## src/rtl/iir_dac_output_stage_pkg.sv

```systemverilog
// Shared definitions for the IIR DAC output stage: state encoding and the
// signed clamp used between the offset adder and the slew limiter.
package iir_dac_output_stage_pkg;

    typedef enum logic [1:0] {
        ST_IDLE      = 2'd0,
        ST_RUN       = 2'd1,
        ST_RAMP_DOWN = 2'd2
    } state_e;

    // Wide enough for any DATA_WIDTH+1 sum to be compared without wrap.
    localparam int CLAMP_W = 32;

    function automatic logic signed [CLAMP_W-1:0] clamp_s(
        input logic signed [CLAMP_W-1:0] v,
        input logic signed [CLAMP_W-1:0] lo,
        input logic signed [CLAMP_W-1:0] hi
    );
        if (v > hi) begin
            return hi;
        end else if (v < lo) begin
            return lo;
        end
        return v;
    endfunction

endpackage

```

## src/rtl/iir_dac_output_stage_if.sv

```systemverilog
// GPIO-side configuration, filter sample input and DAC/status outputs of the
// output stage, bundled so the driver and the stage share one port list.
interface iir_dac_output_stage_if
    import iir_dac_output_stage_pkg::*;
#(
    parameter int DATA_WIDTH = 16,
    parameter int OUT_WIDTH  = 14,
    parameter int STEP_WIDTH = 16,
    parameter int CNT_WIDTH  = 16
);
    logic signed [DATA_WIDTH-1:0] y_in;
    logic signed [DATA_WIDTH-1:0] offset;
    logic signed [DATA_WIDTH-1:0] lim_lo;
    logic signed [DATA_WIDTH-1:0] lim_hi;
    logic        [STEP_WIDTH-1:0] max_step;
    logic                         enable;
    logic                         hold;
    logic                         sat_clr;

    logic signed [OUT_WIDTH-1:0]  dac_out;
    state_e                       state;
    logic                         sat_hi;
    logic                         sat_lo;
    logic                         cfg_err;
    logic        [CNT_WIDTH-1:0]  sat_count;

    modport master (
        output y_in, offset, lim_lo, lim_hi, max_step, enable, hold, sat_clr,
        input  dac_out, state, sat_hi, sat_lo, cfg_err, sat_count
    );

    modport slave (
        input  y_in, offset, lim_lo, lim_hi, max_step, enable, hold, sat_clr,
        output dac_out, state, sat_hi, sat_lo, cfg_err, sat_count
    );

endinterface

```

## src/rtl/iir_dac_output_stage_slew_limiter.sv

```systemverilog
// Slew-rate limited accumulator: moves acc toward tgt by at most max_step per
// clock (0 = jump straight to tgt), with freeze (hold) and force-to-zero (clear).
module iir_dac_output_stage_slew_limiter #(
    parameter int DATA_WIDTH = 16,
    parameter int STEP_WIDTH = 16
) (
    input  logic                         clk,
    input  logic                         rst,
    input  logic                         clear_i,
    input  logic                         hold_i,
    input  logic signed [DATA_WIDTH-1:0] tgt_i,
    input  logic        [STEP_WIDTH-1:0] max_step_i,
    output logic signed [DATA_WIDTH-1:0] acc_o
);

    // Difference needs DATA_WIDTH+2 bits; the step must also fit as a positive value.
    localparam int W = (DATA_WIDTH + 2 > STEP_WIDTH + 1) ? DATA_WIDTH + 2 : STEP_WIDTH + 1;

    logic signed [DATA_WIDTH-1:0] acc_q;
    logic signed [DATA_WIDTH-1:0] acc_d;
    logic signed [W-1:0]          tgt_w;
    logic signed [W-1:0]          acc_w;
    logic signed [W-1:0]          step_w;
    logic signed [W-1:0]          diff;
    logic signed [W-1:0]          mag;

    assign tgt_w  = W'(tgt_i);
    assign acc_w  = W'(acc_q);
    assign step_w = W'(max_step_i);
    assign diff   = tgt_w - acc_w;
    assign mag    = diff[W-1] ? -diff : diff;

    always_comb begin
        acc_d = acc_q;
        if (clear_i) begin
            acc_d = '0;
        end else if (!hold_i) begin
            if ((max_step_i == '0) || (mag <= step_w)) begin
                acc_d = tgt_i;
            end else if (diff[W-1]) begin
                acc_d = DATA_WIDTH'(acc_w - step_w);
            end else begin
                acc_d = DATA_WIDTH'(acc_w + step_w);
            end
        end
    end

    always_ff @(posedge clk or posedge rst) begin
        if (rst) begin
            acc_q <= '0;
        end else begin
            acc_q <= acc_d;
        end
    end

    assign acc_o = acc_q;

endmodule

```

## src/rtl/iir_dac_output_stage.sv

```systemverilog
// DAC output stage after the IIR filter: offset, clamp, slew limit and
// enable-driven ramp up/down so the actuator never sees a step.
module iir_dac_output_stage
    import iir_dac_output_stage_pkg::*;
#(
    parameter int DATA_WIDTH = 16,
    parameter int OUT_WIDTH  = 14,
    parameter int STEP_WIDTH = 16,
    parameter int CNT_WIDTH  = 16
) (
    input  logic                     clk,
    input  logic                     rst,
    iir_dac_output_stage_if.slave    bus
);

    localparam int SUM_W = DATA_WIDTH + 1;
    localparam logic [CNT_WIDTH-1:0] CNT_MAX = '1;

    state_e                       state_q;
    logic signed [SUM_W-1:0]      sum_q;
    logic signed [SUM_W-1:0]      sum_d;
    logic signed [DATA_WIDTH-1:0] tgt_q;
    logic signed [DATA_WIDTH-1:0] tgt_d;
    logic                         sat_hi_q;
    logic                         sat_hi_d;
    logic                         sat_lo_q;
    logic                         sat_lo_d;
    logic                         cfg_err_q;
    logic                         cfg_bad;
    logic signed [OUT_WIDTH-1:0]  dac_q;
    logic        [CNT_WIDTH-1:0]  sat_count_q;
    logic        [CNT_WIDTH-1:0]  sat_count_d;
    logic signed [DATA_WIDTH-1:0] eff_tgt;
    logic signed [DATA_WIDTH-1:0] acc;
    logic signed [CLAMP_W-1:0]    sum_w;
    logic signed [CLAMP_W-1:0]    lo_w;
    logic signed [CLAMP_W-1:0]    hi_w;

    assign sum_d = {bus.y_in[DATA_WIDTH-1], bus.y_in} + {bus.offset[DATA_WIDTH-1], bus.offset};

    assign sum_w   = CLAMP_W'(sum_q);
    assign lo_w    = CLAMP_W'(bus.lim_lo);
    assign hi_w    = CLAMP_W'(bus.lim_hi);
    assign cfg_bad = (bus.lim_lo > bus.lim_hi);
    assign tgt_d   = cfg_bad ? '0 : DATA_WIDTH'(clamp_s(sum_w, lo_w, hi_w));

    // The next state is RUN exactly when enable is high, so gating with enable
    // keeps the registered flags aligned with state_q being RUN.
    assign sat_hi_d = bus.enable & ~cfg_bad & (sum_w > hi_w);
    assign sat_lo_d = bus.enable & ~cfg_bad & (sum_w < lo_w);

    always_comb begin
        sat_count_d = sat_count_q;
        if (bus.sat_clr) begin
            sat_count_d = '0;
        end else if ((sat_hi_q || sat_lo_q) && (sat_count_q != CNT_MAX)) begin
            sat_count_d = sat_count_q + 1'b1;
        end
    end

    assign eff_tgt = (state_q == ST_RUN) ? tgt_q : '0;

    iir_dac_output_stage_slew_limiter #(
        .DATA_WIDTH (DATA_WIDTH),
        .STEP_WIDTH (STEP_WIDTH)
    ) u_slew (
        .clk        (clk),
        .rst        (rst),
        .clear_i    (state_q == ST_IDLE),
        .hold_i     (bus.hold),
        .tgt_i      (eff_tgt),
        .max_step_i (bus.max_step),
        .acc_o      (acc)
    );

    always_ff @(posedge clk or posedge rst) begin
        if (rst) begin
            sum_q       <= '0;
            tgt_q       <= '0;
            sat_hi_q    <= 1'b0;
            sat_lo_q    <= 1'b0;
            cfg_err_q   <= 1'b0;
            dac_q       <= '0;
            sat_count_q <= '0;
        end else begin
            sum_q       <= sum_d;
            tgt_q       <= tgt_d;
            sat_hi_q    <= sat_hi_d;
            sat_lo_q    <= sat_lo_d;
            cfg_err_q   <= cfg_bad;
            dac_q       <= acc[DATA_WIDTH-1 -: OUT_WIDTH];
            sat_count_q <= sat_count_d;
        end
    end

    always_ff @(posedge clk or posedge rst) begin
        if (rst) begin
            state_q <= ST_IDLE;
        end else begin
            case (state_q)
                ST_IDLE: begin
                    if (bus.enable) state_q <= ST_RUN;
                end
                ST_RUN: begin
                    if (!bus.enable) state_q <= ST_RAMP_DOWN;
                end
                ST_RAMP_DOWN: begin
                    if (bus.enable) begin
                        state_q <= ST_RUN;
                    end else if (acc == '0) begin
                        state_q <= ST_IDLE;
                    end
                end
                default: state_q <= ST_IDLE;
            endcase
        end
    end

    assign bus.dac_out   = dac_q;
    assign bus.state     = state_q;
    assign bus.sat_hi    = sat_hi_q;
    assign bus.sat_lo    = sat_lo_q;
    assign bus.cfg_err   = cfg_err_q;
    assign bus.sat_count = sat_count_q;

endmodule

```

## src/flat_wrapper.sv

```systemverilog
// flat-port wrapper written by rule: the top's interface ports become plain ports
module iir_dac_output_stage_flat import iir_dac_output_stage_pkg::*;
#(
    parameter int DATA_WIDTH = 16,
    parameter int OUT_WIDTH  = 14,
    parameter int STEP_WIDTH = 16,
    parameter int CNT_WIDTH  = 16
)
  (clk, rst, bus_y_in, bus_offset, bus_lim_lo, bus_lim_hi, bus_max_step, bus_enable, bus_hold, bus_sat_clr, bus_dac_out, bus_state, bus_sat_hi, bus_sat_lo, bus_cfg_err, bus_sat_count);
  iir_dac_output_stage_if #(.DATA_WIDTH(DATA_WIDTH), .OUT_WIDTH(OUT_WIDTH), .STEP_WIDTH(STEP_WIDTH), .CNT_WIDTH(CNT_WIDTH)) bus_i ();
  input  logic clk;
  input  logic rst;
  input wire logic [$bits(bus_i.y_in)-1:0] bus_y_in;
  input wire logic [$bits(bus_i.offset)-1:0] bus_offset;
  input wire logic [$bits(bus_i.lim_lo)-1:0] bus_lim_lo;
  input wire logic [$bits(bus_i.lim_hi)-1:0] bus_lim_hi;
  input wire logic [$bits(bus_i.max_step)-1:0] bus_max_step;
  input wire logic [$bits(bus_i.enable)-1:0] bus_enable;
  input wire logic [$bits(bus_i.hold)-1:0] bus_hold;
  input wire logic [$bits(bus_i.sat_clr)-1:0] bus_sat_clr;
  output wire logic [$bits(bus_i.dac_out)-1:0] bus_dac_out;
  output wire logic [$bits(bus_i.state)-1:0] bus_state;
  output wire logic [$bits(bus_i.sat_hi)-1:0] bus_sat_hi;
  output wire logic [$bits(bus_i.sat_lo)-1:0] bus_sat_lo;
  output wire logic [$bits(bus_i.cfg_err)-1:0] bus_cfg_err;
  output wire logic [$bits(bus_i.sat_count)-1:0] bus_sat_count;
  assign bus_i.y_in = bus_y_in;
  assign bus_i.offset = bus_offset;
  assign bus_i.lim_lo = bus_lim_lo;
  assign bus_i.lim_hi = bus_lim_hi;
  assign bus_i.max_step = bus_max_step;
  assign bus_i.enable = bus_enable;
  assign bus_i.hold = bus_hold;
  assign bus_i.sat_clr = bus_sat_clr;
  assign bus_dac_out = bus_i.dac_out;
  assign bus_state = bus_i.state;
  assign bus_sat_hi = bus_i.sat_hi;
  assign bus_sat_lo = bus_i.sat_lo;
  assign bus_cfg_err = bus_i.cfg_err;
  assign bus_sat_count = bus_i.sat_count;
  iir_dac_output_stage #(.DATA_WIDTH(DATA_WIDTH), .OUT_WIDTH(OUT_WIDTH), .STEP_WIDTH(STEP_WIDTH), .CNT_WIDTH(CNT_WIDTH)) u_core (.clk(clk), .rst(rst), .bus(bus_i));
endmodule
```

## config.mk

```make
export PLATFORM = sky130hd
export DESIGN_NAME = iir_dac_output_stage_flat
export DESIGN_NICKNAME = d
export VERILOG_FILES = /design/src/rtl/iir_dac_output_stage_pkg.sv /design/src/rtl/iir_dac_output_stage_if.sv /design/src/rtl/iir_dac_output_stage_slew_limiter.sv /design/src/rtl/iir_dac_output_stage.sv /design/src/flat_wrapper.sv
export SDC_FILE = /design/constraint.sdc
export NUM_CORES = 1
export LEC_CHECK = 0
export ABC_AREA = 1
export BUFFER_PORTS_ARGS = -buffer_cell sky130_fd_sc_hd__clkbuf_2
export CORE_UTILIZATION = 53
export DETAILED_ROUTE_END_ITERATION = 10
export GPL_TIMING_DRIVEN = 0
export PLACE_DENSITY_LB_ADDON = 0.15
export REMOVE_ABC_BUFFERS = 1
export SYNTH_ARGS = -nofsm -noshare
export SYNTH_HDL_FRONTEND = slang
export SYNTH_SLANG_ARGS = --single-unit
```

## constraint.sdc

```tcl
create_clock -name clk -period 4.75 [get_ports clk]
set_clock_uncertainty 0.15 [all_clocks]
set_input_delay 0.95 -clock clk [delete_from_list [all_inputs] [get_ports clk]]
set_output_delay 0.95 -clock clk [all_outputs]
set_load 0.05 [all_outputs]
```

# == Word level (Yosys, flattened, before mapping) ==
# Cells that the tools add are included.
# classes
n_addsub,6
mul,0
div,0
order_cmp,4
n_eq_ne,7
n_shift,0
mux,19
n_bitwise,4
reduce_logical,8
# op_table
operator,count
$mux W16,11
$logic_not A16 Y1,2
$le A18 B17 Y1,1
$mux W18,1
$neg A18 Y18,1
$add A16 B16 Y17,1
$gt A17 B16 Y1,1
$lt A17 B16 Y1,1
$sub A16 B16 Y17,1
$add A16 B1 Y16 const B,1
$add A16 B16 Y16,1
$gt A16 B16 Y1,1
$ne A16 B16 Y1 const B,1
$sub A16 B16 Y16,1
$mux W2,4
$pmux W2 S3,1
$ne A2 B2 Y1 const B,2
$and A1 B1 Y1,3
$ne A3 B2 Y1 const B,1
$reduce_and A3 Y1,1
$eq A2 B1 Y1 const B,1
$eq A2 B2 Y1 const B,1
$logic_not A2 Y1,1
$logic_or A1 B1 Y1,2
5 further kinds,6
# totals
ff_bits,84
latch_bits,0
mem_bits_rw,0
rom_bits,0
inputBits,85
word_cells,57
n_memories,0

# == Longest topological paths before layout ==
# Gate-level depths: netlist of run 1.
# logic_depth
word_depth,10
ltp_mapped,36

# == By module ==
# A second synthesis of run 1 with hierarchy kept.
# unflattened
hier_cells,1333
area_unflattened_um2,8883.5
# by_module_without_submodules
module,n_inst,cells_per_inst,area_per_inst_um2,seq_area_each_um2
iir_dac_output_stage,1,698,5113.7,1701.6
iir_dac_output_stage_slew_limiter,1,635,3769.9,400.4

# == Worst setup path before layout of run 1 ==
# No wires, ideal clock.
# synth_timing
kind,reg-to-reg
from,"register u_core.state_q[0], in the netlist u_core.bus.state[0]"
to,"register u_core.u_slew.acc_q[15], in the netlist u_core.u_slew.acc_o[15]"
setup_time_ns,0.117
arrival_time_ns,4.906
path_slack_ns,-0.422
stages_incl_launch_ff,33
n_path_buf,3
synth_period_minus_slack_ns,5.172
path_cell_list,dfrtp_1 -> buf_4 -> inv_2 -> nor2_2 -> clkbuf_1 -> nand2_1 -> inv_1 -> ha_1 -> a21oi_1 -> a21boi_0 -> nor2_1 -> nor3_1 -> nand2_1 -> nand2_1 -> nand2_1 -> inv_1 -> clkbuf_1 -> o21ai_0 -> xor2_1 -> ha_1 -> nand4_1 -> o21ai_0 -> a21boi_0 -> o21ai_0 -> nand2_1 -> nand2_1 -> inv_1 -> nand3_1 -> nand2_1 -> nand3_1 -> nand2_1 -> nand2_1 -> nand2_1
# synth_via
elab_chain_cells,10
elab_cells_between_ends,13
cone_classes,add/sub: 2; order compare: 1; eq/ne: 2; mux: 6; reduce/logical: 2
# synth_rtl
element,line,rtl
"start, declared",iir_dac_output_stage.sv:19,state_e state_q;
"start signal, assigned",iir_dac_output_stage.sv:98,state_q <= ST_IDLE;
"start signal, assigned",iir_dac_output_stage.sv:102,if (bus.enable) state_q <= ST_RUN;
"start signal, assigned",iir_dac_output_stage.sv:105,if (!bus.enable) state_q <= ST_RAMP_DOWN;
$eq A2 B1 Y1,iir_dac_output_stage.sv:61,assign eff_tgt = (state_q == ST_RUN) ? tgt_q : '0;
$mux W16,iir_dac_output_stage.sv:61,
$sub A16 B16 Y17,iir_dac_output_stage_slew_limiter.sv:30,assign diff = tgt_w - acc_w;
$neg A18 Y18,iir_dac_output_stage_slew_limiter.sv:31,assign mag = diff[W-1] ? -diff : diff;
$mux W18,iir_dac_output_stage_slew_limiter.sv:31,
$le A18 B17 Y1,iir_dac_output_stage_slew_limiter.sv:38,if ((max_step_i == '0) || (mag <= step_w)) begin
$logic_or A1 B1 Y1,iir_dac_output_stage_slew_limiter.sv:38,
$mux W16,iir_dac_output_stage_slew_limiter.sv:38,
$mux W16,iir_dac_output_stage_slew_limiter.sv:37,end else if (!hold_i) begin
$mux W16,iir_dac_output_stage_slew_limiter.sv:35,if (clear_i) begin
"end signal, assigned",iir_dac_output_stage_slew_limiter.sv:50,acc_q <= '0;
"end signal, assigned",iir_dac_output_stage_slew_limiter.sv:52,acc_q <= acc_d;
"end, declared",iir_dac_output_stage_slew_limiter.sv:19,logic signed [DATA_WIDTH-1:0] acc_q;
# Parallel ways exist; a longest one is shown, timed or not. The select of a mux whose other input is x is not followed.
# A chain may end at the register's enable or synchronous reset.

# == Worst setup path after layout of run 1 ==
# layout_timing
from,"register u_core.state_q[1], in the netlist u_core.bus.state[1]"
to,"register u_core.u_slew.acc_q[14], in the netlist u_core.u_slew.acc_o[14]"
# The elaborated chain is that of the path after synthesis.

==> impl_metrics.csv, run 1 <==
group,metric,value,unit
final_layout,fin_area,9850,sq um
power,p_per_area,763,nW/um^2
timing,max_freq,0.216,GHz
place,place_area,8930,sq um
synthesis,synth_enable_flop_cells,0,
global_routing,grt_pass1_wl,33500,microns
synthesis,synth_ff_type,"dfrtp_1",
synthesis,async_flop_share,1.00,
timing,grt_setup_unrepaired,"yes",
global_routing,gr-usage-all-layers,0.262,
worst_setup_path,crit_fanout,11,
routing,drt_pass1_iterations,5,
floorplan,row_count,44,
routing,drc_errors,0,
routing,wl,20600,microns
synthesis,syn_area,8160,sq um
global_routing,antenna_found_initial,0,
clocking,cts.sinks,84,
synthesis,yosys_warnings,0,
floorplan,chipHeight,126,microns
global_routing,busiest_layer,"met2",
worst_setup_path,critPathLaunchType,"register",
power,p_leak,5.59,nW
timing,period_share,0.975,
synthesis,syn_area_per_cell,6.99,sq um
global_routing,overflow,0,
run_status,outcome,"completed",
global_routing,grt_pass1_vias,7484,
synthesis,ys_ff_latch,84,
clocking,numCtsBuffers,9,
worst_hold_path,holdCritPathClass,"reg -> reg",
clocking,cts_max_level,3,
clocking,cts_max_path_buffers,2,
worst_setup_path,cp.required,4.84,ns
synthesis,netlist_instances,1167,
timing,tightestPinTransition,1.31,ns
synthesis,synth.distinct_cells,42,
timing,final.min_clock_period,4.63,ns
global_routing,met1_usage,0.318,
worst_setup_path,path_common_cell,"nand2_1",
worst_setup_path,cpPeakStageDelay,0.46,ns
clocking,clk_pin_slew_worst_paths,0.06,ns
clocking,root_buffer,"clkbuf_16",
final_layout,stdcell_count,1500,
floorplan,start_util,0.553,
worst_setup_path,worstSetupPathType,"reg -> reg",
synthesis,yosys.area.top_type,"dfrtp_1",
synthesis,ys_seq_area_frac,0.258,
global_routing,grt_max_degree,64,
synthesis,synth_commonest_cells,"nand2_1 (251), inv_1 (195), nor2_1 (114), ha_1 (113), dfrtp_1 (84)",
timing,final.setup.worst_slack,0.119,ns
final_layout,areaGrowthSynthToFinish,20.7,%
final_layout,multiInputGateArea,5640,sq um
floorplan,boundaryPins,120,
global_routing,met3_usage,0.0382,
worst_setup_path,arrival,4.72,ns
synthesis,yosysMostFrequentCell,"nand2_1",
synthesis,yosysTopAreaCellShare,0.258,
place,io_buffers,119,
clocking,cts_tree,"built",
final_layout,num_antenna_cells,0,
worst_setup_path,slowest_stage,"dfrtp_2",
clocking,clock_latency,0.35,ns
place,dp.final_hpwl,15800,microns
floorplan,core,14800,sq um
place,dp_slack,-1.50,ns
routing,viasPerCell,5.31,
routing,wl_per_cell,13.8,microns
global_routing,met2_usage,0.478,
power,vdd_drop_max,503,uV
place,gp_congestion,0.902,
final_layout,layout.area.seq,2100,sq um
routing,vias,7965,
place,placed_cells,1454,
floorplan,dieArea,15900,sq um
timing,final_max_slew_viol_count,0,
worst_setup_path,crit_path_end_kind,"register",
final_layout,drive_gt1_frac,0.202,
routing,ant_nets,0,
final_layout,final_nets,1512,
timing,worst_slew_margin_rel,0.121,
synthesis,synthTopCellsByArea,"dfrtp_1 (26%), ha_1 (17%), nand2_1 (12%)",
run,maxCapViolations,0,
final_layout,nFillCells,1340,
timing,finalSetupViolations,0,
routing,drt_iter0_markers,369,
timing,hold_violations,0,
floorplan,fp.dieW,126,microns
## area by class of cell
class	count	area share
clock buffer	11	0.0236
multi-input combinational	874	0.573
inverter	197	0.0760
timing repair buffer	145	0.0840
clock inverter	5	0.00635
tap	184	0.0234
sequential	84	0.214
## power breakdown
group	switching, mW	total, mW	leakage [nW]	internal, mW
clock network	0.291	0.700	0.136	0.409
logic	3.65	5.81	4.36	2.16
registers	0.135	1.01	1.09	0.876
total	4.08	7.52	5.59	3.44
## cell families (layout without fill, tap and decap cells)
kind of cell,after synthesis,in the layout,synth area share
AOI/OAI and AO/OA,186,186,0.126
DFF,84,84,0.258
adders and majority gates,116,116,0.181
xor gates and xnor gates,56,56,0.0601
buffers and inverters,214,358,0.101
and+or+nand+nor,511,516,0.275
## routing by layer
metal	vias up	wire [microns]
met5	-	0
met4	0	329
met3	24	1090
met2	217	10200
met1	3617	8990
li1	4107	-
## per-stage QoR
stage	hold slack (ns)	TNS, ns	utilization	total power, mW
finish	0.337	0	0.668	7.52
global route	0.361	-1.75	0.668	8.21
CTS	0.343	0	0.634	6.59
detailed placement	0.325	-20.32	0.605	5.58
global placement	0.331	-19.48	0.603	5.50
floorplan	0.269	-6.55	-	4.58
## state kept, by name, indices dropped and copies added, names as in the netlist
name                  count
u_core.bus.cfg_err        1
u_core.bus.dac_out       14
u_core.bus.sat_count     16
u_core.bus.sat_hi         1
u_core.bus.sat_lo         1
u_core.bus.state          2
u_core.sum_q             17
u_core.tgt_q             16
u_core.u_slew.acc_o      16
## worst paths after layout
check | from | endpoint | slack, ns | depth (start not counted)
min in group asynchronous | rst | u_core.bus.sat_count[0]$_DFFE_PP0P_ | 0.39 | 2
hold / removal | u_core.u_slew.acc_o[15]$_DFFE_PP0P_ | u_core.bus.dac_out[13]$_DFF_PP0_ | 0.34 | 0
setup reg to reg | u_core.bus.state[1]$_DFFE_PP0P_ | u_core.u_slew.acc_o[14]$_DFFE_PP0P_ | 0.12 | 31
max in group asynchronous | rst | u_core.bus.state[1]$_DFFE_PP0P_ | 3.47 | 3
hold reg to reg | u_core.u_slew.acc_o[15]$_DFFE_PP0P_ | u_core.bus.dac_out[13]$_DFF_PP0_ | 0.34 | 0
setup / recovery | u_core.bus.state[1]$_DFFE_PP0P_ | u_core.u_slew.acc_o[14]$_DFFE_PP0P_ | 0.12 | 31
## placed cells by master, fill, tap and decap left out, types with 3 or more instances in the layout
master / Yosys / layout
nor2_4: 2 / 6
nor3_1: 21 / 20
ha_1: 113 / 107
o21ai_0: 71 / 63
nand2_1: 251 / 235
ha_4: 0 / 5
a31oi_1: 6 / 4
inv_2: 2 / 5
nor2_1: 114 / 105
o211ai_1: 5 / 5
o31ai_1: 3 / 3
nand3b_1: 3 / 3
nand2_4: 3 / 7
clkbuf_16: 0 / 9
nand3_1: 65 / 56
nand3_2: 4 / 13
buf_4: 2 / 23
xnor2_1: 11 / 11
a21o_1: 9 / 9
clkbuf_2: 0 / 119
nand2_2: 11 / 25
a211oi_1: 4 / 3
nand4_1: 19 / 19
a21oi_2: 0 / 4
xor2_1: 45 / 45
o21ai_2: 0 / 4
dfrtp_1: 84 / 82
nor2_2: 4 / 10
a21oi_1: 74 / 68
nand4_2: 3 / 3
clkinvlp_4: 0 / 3
inv_1: 195 / 189
nor4_1: 6 / 6
o21a_1: 4 / 4
## worst max-delay path: cells and delay by family (launching register included)
| kind | cells | cell delay (ns) |
|---|---|---|
| buffers and inverters | 5 | 0.61 |
| and+or+nand+nor | 17 | 1.66 |
| xor gates and xnor gates | 1 | 0.20 |
| adders and majority gates | 2 | 0.53 |
| AOI/OAI and AO/OA | 6 | 0.91 |
| DFF | 1 | 0.46 |
## what timing repair did
item                                    CTS  global route
hold buffers                              0             0
pin swaps                                 6            31
endpoints found under the setup margin   16            16
gates cloned                              3             2
buffers inserted                          6            19
gates resized for setup                  23            79
No activity file was read; power rests on OpenSTA's default activity.
==> inputs of run 2 (changes only) <==
--- a/config.mk
+++ b/config.mk
@@ -12,6 +12,7 @@
 export GPL_TIMING_DRIVEN = 0
 export PLACE_DENSITY_LB_ADDON = 0.15
 export REMOVE_ABC_BUFFERS = 1
+export SETUP_SLACK_MARGIN = 0.4
 export SYNTH_ARGS = -nofsm -noshare
 export SYNTH_HDL_FRONTEND = slang
 export SYNTH_SLANG_ARGS = --single-unit
==> run 2 against run 1 <==
First-iteration DRC count grew 31%. Die area is the same. Critical endpoint is now u_core.u_slew.acc_o[6]$_DFFE_PP0P_. Register-to-register slack lost 0.11 ns.
==> impl_metrics.csv, run 2 (same netlist as run 1, synthesis figures left out) <==
group,metric,value,unit
run_status,outcome,"completed",
run,maxCapViolations,0,
worst_setup_path,cp.required,4.89,ns
worst_hold_path,holdCritPathClass,"reg -> reg",
routing,vias,8344,
worst_setup_path,path_buf_inv,8,
worst_setup_path,worstSetupEndpoint,"u_core.u_slew.acc_o[6]$_DFFE_PP0P_",
timing,finalSetupViolations,0,
final_layout,final_cell_mix,"nand2_1 (208), inv_1 (186), clkbuf_2 (119), nor2_1 (103), ha_1 (97)",
floorplan,row_count,44,
clocking,cts_max_level,3,
global_routing,grt_pass1_vias,7934,
timing,period_share,0.998,
routing,wl_per_cell,14.7,microns
timing,whs,0.344,ns
routing,viasPerCell,5.44,
global_routing,grt_pass1_wl,35800,microns
clocking,cts.sinks,84,
timing,final_max_slew_viol_count,0,
floorplan,core,14800,sq um
timing,tightestPinTransition,1.43,ns
floorplan,start_util,0.553,
clocking,cts_tree,"built",
clocking,numCtsBuffers,9,
worst_setup_path,path_common_cell,"nand2_1",
final_layout,num_antenna_cells,0,
global_routing,gr-usage-all-layers,0.282,
worst_setup_path,slowest_stage,"dfrtp_2",
routing,ant_nets,0,
worst_setup_path,critPathLaunchType,"register",
timing,grt_setup_unrepaired,"yes",
clocking,cts_max_path_buffers,2,
routing,drt_iter0_markers,485,
worst_setup_path,crit_fanout,8,
timing,hold_violations,0,
final_layout,regMostFlops,"u_core.sum_q",
worst_setup_path,crit_path_end_kind,"register",
place,place_area,8930,sq um
clocking,holdBufCountCts,0,
timing,max_freq,0.211,GHz
worst_setup_path,cp_top_family,"simple AND/OR/NAND/NOR gates",
final_layout,nFillCells,1214,
clocking,clk_pin_slew_worst_paths,0.06,ns
final_layout,final_nets,1545,
clocking,root_buffer,"clkbuf_16",
routing,wl,22500,microns
timing,final.min_clock_period,4.74,ns
worst_setup_path,r2r_start,"u_core.bus.state[0]$_DFFE_PP0P_",
worst_setup_path,cpPeakStageDelay,0.43,ns
place,io_buffers,119,
place,dp.final_hpwl,15800,microns
worst_setup_path,arrival,4.88,ns
worst_setup_path,reg2reg_to,"u_core.u_slew.acc_o[6]$_DFFE_PP0P_",
final_layout,areaGrowthSynthToFinish,28.1,%
final_layout,fin_area,10500,sq um
clocking,clock_latency,0.35,ns
routing,drc_errors,0,
floorplan,dieArea,15900,sq um
worst_setup_path,r2r_setup_slack,0.01,ns
floorplan,fp.dieW,126,microns
routing,drt_pass1_iterations,5,
final_layout,layout_commonest_cell,"nand2_1",
global_routing,antenna_found_initial,0,
worst_setup_path,worstSetupPathType,"reg -> reg",
place,gp_congestion,0.902,
worst_setup_path,crit_start,"u_core.bus.state[0]$_DFFE_PP0P_",
final_layout,largest_reg_flops,17,
global_routing,overflow,0,
worst_setup_path,ff2ff_path_depth,29,
floorplan,chipHeight,126,microns
final_layout,finish.utilization,0.709,
timing,worst_slew_margin_rel,0.0422,
global_routing,grt_max_degree,64,
final_layout,drive_gt1_frac,0.259,
worst_setup_path,cp.depth,29,
timing,setup_tns,0,ns
floorplan,boundaryPins,120,
-- run 2: cell types whose count changed in the layout (fill, tap and decap cells not counted), sizes merged --
cell  change
buf      +33
-- run 2: per-layer routing --
metal	part of all wire	global-route usage	vias to the layer above
met4	0.029	0.129	0
met3	0.059	0.0425	54
met2	0.50	0.508	304
met1	0.41	0.330	3808
li1	-	-	4178
met5	0	0	-
-- run 2: through the flow --
step	instances	setup WS [ns]
3_3_place_gp	1453	-1.46
2_1_floorplan	1150	-0.526
4_1_cts	1515	0.256
5_1_grt	1533	-0.211
3_5_place_dp	1454	-1.50
6_report	1533	0.0105
-- run 2: how the worst min path moves through the flow --
stage                                                   to  cells after the start                                 from  slack (ns)
after floorplan           u_core.bus.dac_out[10]$_DFF_PP0_                      0  u_core.u_slew.acc_o[12]$_DFFE_PP0P_        0.27
after global placement    u_core.bus.dac_out[13]$_DFF_PP0_                      0  u_core.u_slew.acc_o[15]$_DFFE_PP0P_        0.33
after detailed placement  u_core.bus.dac_out[11]$_DFF_PP0_                      0  u_core.u_slew.acc_o[13]$_DFFE_PP0P_        0.33
after CTS                 u_core.bus.dac_out[11]$_DFF_PP0_                      0  u_core.u_slew.acc_o[13]$_DFFE_PP0P_        0.34
after global routing      u_core.bus.dac_out[11]$_DFF_PP0_                      0  u_core.u_slew.acc_o[13]$_DFFE_PP0P_        0.36
final                     u_core.bus.dac_out[11]$_DFF_PP0_                      0  u_core.u_slew.acc_o[13]$_DFFE_PP0P_        0.34
-- run 2: cell type report --
type	count	area (sq um)	share of cell area
clock buffer	11	233	0.0223
clock inverter	5	62.6	0.00598
inverter	197	751	0.0718
multi-input combinational	874	5940	0.568
sequential	84	2100	0.201
tap	184	230	0.0220
timing repair buffer	178	1130	0.109
-- run 2: what timing repair did --
action / 4_1_cts / 5_1_grt
cloned: 5 / 0
resized for setup: 104 / 66
endpoints found under the setup margin: 16 / 32
setup buffers: 40 / 18
pin swaps: 44 / 52
Power of run 2 is left out: the tool's default activity adds up to more than one toggle a clock period on the data nets, which glitch-free logic cannot reach.
==> inputs of run 3 (changes only) <==
--- a/config.mk
+++ b/config.mk
@@ -7,12 +7,14 @@
 export LEC_CHECK = 0
 export ABC_AREA = 1
 export BUFFER_PORTS_ARGS = -buffer_cell sky130_fd_sc_hd__clkbuf_2
+export CORE_MARGIN = 10
 export CORE_UTILIZATION = 53
 export DETAILED_ROUTE_END_ITERATION = 10
 export GPL_TIMING_DRIVEN = 0
 export PLACE_DENSITY_LB_ADDON = 0.15
 export REMOVE_ABC_BUFFERS = 1
 export SETUP_SLACK_MARGIN = 0.4
+export SLEW_MARGIN = 15
 export SYNTH_ARGS = -nofsm -noshare
 export SYNTH_HDL_FRONTEND = slang
 export SYNTH_SLANG_ARGS = --single-unit
==> run 3 against run 2 <==
Setup slack better by 0.18 ns. Global-route usage down 6.8 points. Design area down 3.1%. Critical path depth down 3. First-iteration DRC count up 9.1%. Wire length down 1.8%. Worst hold slack better by 0.010 ns. Via count down 2.8%. Register-to-register slack better by 0.18 ns. Count of clock-buffer cells in the layout down 2. Critical endpoint is now u_core.u_slew.acc_o[15]$_DFFE_PP0P_.
==> impl_metrics.csv, run 3 (same netlist as run 1, synthesis figures left out) <==
group,metric,value,unit
run_status,outcome,"completed",
global_routing,grt_pass1_wl,36400,microns
final_layout,final_cell_mix,"nand2_1 (232), inv_1 (187), clkbuf_2 (119), ha_1 (104), nor2_1 (103)",
power,p_leak,5.74,nW
routing,drc_errors,0,
power,finalPower,7.94,mW
final_layout,layout_commonest_cell,"nand2_1",
timing,setup_tns,0,ns
place,gp_congestion,0.911,
clocking,root_buffer,"clkbuf_16",
timing,max_freq,0.220,GHz
place,io_buffers,119,
timing,worst_slew_margin_rel,0.410,
place,placed_cells,1458,
clocking,cts_tree,"built",
floorplan,fp.dieW,144,microns
routing,maxUsedRoutingLayer,"met4",
floorplan,chipHeight,144,microns
clocking,clk_pin_slew_worst_paths,0.07,ns
routing,wl_met2,11200,microns
final_layout,largest_reg_flops,17,
worst_setup_path,cpPeakStageDelay,0.44,ns
final_layout,drive_gt1_frac,0.228,
timing,grt_setup_unrepaired,"yes",
global_routing,gr-usage-all-layers,0.214,
floorplan,boundaryPins,120,
final_layout,areaGrowthSynthToFinish,24.2,%
worst_setup_path,crit_fanout,8,
final_layout,finish.utilization,0.669,
timing,hold_violations,0,
power,seqPwrFrac,0.128,
clocking,cts_max_path_buffers,2,
worst_setup_path,critPathLaunchType,"register",
worst_setup_path,path_buf_inv,7,
run,maxCapViolations,0,
routing,wl_per_cell,14.5,microns
clocking,clock_latency,0.34,ns
floorplan,core,15100,sq um
worst_setup_path,cp_top_family,"simple AND/OR/NAND/NOR gates",
worst_setup_path,cp.depth,26,
timing,final_max_slew_viol_count,0,
final_layout,stdcell_count,1525,
timing,tightestPinTransition,0.882,ns
worst_setup_path,arrival,4.64,ns
worst_hold_path,min_delay_path_depth,0,
routing,vias,8110,
clocking,cts.sinks,84,
power,intPower,3.74,mW
routing,viasPerCell,5.32,
timing,final.min_clock_period,4.56,ns
timing,period_share,0.959,
power,vdd_drop_max,555,uV
floorplan,row_count,45,
worst_setup_path,cp.required,4.84,ns
routing,m1WireLength,9220,microns
clocking,numCtsBuffers,9,
worst_hold_path,holdCritPathClass,"reg -> reg",
power,switching_power,4.20,mW
worst_setup_path,path_common_cell,"nand2_1",
global_routing,grt_max_degree,60,
worst_setup_path,ff2ff_path_depth,26,
final_layout,num_antenna_cells,0,
final_layout,regMostFlops,"u_core.sum_q",
clocking,holdBufCountCts,0,
global_routing,overflow,0,
final_layout,final_nets,1533,
power,clkPwrFrac,0.092,
routing,drt_pass1_iterations,5,
routing,drt_iter0_markers,529,
worst_setup_path,crit_path_end_kind,"register",
final_layout,nFillCells,1340,
worst_setup_path,slowest_stage,"dfrtp_2",
routing,wl,22100,microns
power,switching_share,0.529,
clocking,cts_max_level,3,
timing,finalSetupViolations,0,
worst_setup_path,worstSetupPathType,"reg -> reg",
routing,ant_nets,0,
floorplan,dieArea,20800,sq um
routing,met3_length,1270,microns
power,comb_power_share,0.780,
global_routing,antenna_found_initial,0,
floorplan,start_util,0.539,
power,p_per_area,784,nW/um^2
global_routing,grt_pass1_vias,7978,
place,dp.final_hpwl,17000,microns
## run 3: cell count changes in the layout (fill, tap and decap cells not counted), moves of 3 or more
| cell | change |
|---|---|
| buf_12 | -3 |
| buf_4 | -6 |
| ha_1 | +7 |
| ha_4 | -6 |
| inv_6 | +4 |
| nand2_1 | +24 |
| nand2_2 | -21 |
| nand2_4 | -4 |
| nand3_1 | -7 |
| nand3_2 | +5 |
| nor2_2 | +5 |
| nor2_4 | -5 |
## run 3: metrics by stage
stage / worst slack, ns / hold slack, ns / cell area [sq um]
finish: 0.194 / 0.354 / 10100
floorplan: -0.526 / 0.269 / 8080
detailed placement: -1.59 / 0.339 / 8940
CTS: 0.377 / 0.352 / 9860
global placement: -1.45 / 0.331 / 8910
global route: -0.0750 / 0.368 / 10100
## run 3: worst paths after layout
check | from | endpoint | slack [ns]
max in group asynchronous | rst | u_core.tgt_q[13]$_DFF_PP0_ | 3.44
setup reg to reg | u_core.bus.state[1]$_DFFE_PP0P_ | u_core.u_slew.acc_o[15]$_DFFE_PP0P_ | 0.19
setup / recovery | u_core.bus.state[1]$_DFFE_PP0P_ | u_core.u_slew.acc_o[15]$_DFFE_PP0P_ | 0.19
hold reg to reg | u_core.u_slew.acc_o[15]$_DFFE_PP0P_ | u_core.bus.dac_out[13]$_DFF_PP0_ | 0.35
min in group asynchronous | rst | u_core.bus.sat_count[1]$_DFFE_PP0P_ | 0.42
hold / removal | u_core.u_slew.acc_o[15]$_DFFE_PP0P_ | u_core.bus.dac_out[13]$_DFF_PP0_ | 0.35
## run 3: per-layer routing
| layer | track usage | up-vias |
|---|---|---|
| met3 | 0.0433 | 38 |
| met4 | 0.0661 | 0 |
| met5 | 0 | - |
| met2 | 0.384 | 202 |
| met1 | 0.249 | 3721 |
| li1 | - | 4149 |
## run 3: cell type report
cell class              instances  area (sq um)  share of cell area
flip-flops and latches         84          2100               0.208
clock inverters                 7          87.6             0.00865
well taps                     188           235              0.0232
multi-input cells             872          5710               0.564
clock buffers                   9           225              0.0222
repair buffers                168          1010               0.100
inverters                     197           751              0.0741
## run 3: worst register-to-register path, delay by kind of cell, from the launching register on
family	cells	cell delay, ns
DFF	1	0.44
xor gates and xnor gates	1	0.14
buffers and inverters	7	1.07
AOI/OAI and AO/OA	4	0.61
and+or+nand+nor	12	1.41
adders and majority gates	2	0.64
## run 3: power groups by stage
stage	clock [mW]	sequential [mW]	combinational, mW
floorplan	0	1.11	3.47
global placement	0	1.02	4.50
detailed placement	0	1.02	4.58
CTS	0.749	1.01	5.74
global route	0.779	1.03	6.88
finish	0.734	1.01	6.19
## run 3: repair_timing
item,in CTS,in global routing
resized for setup,84,36
pin swaps,43,43
setup endpoints to repair,16,32
gates cloned,3,0
buffers inserted,34,14
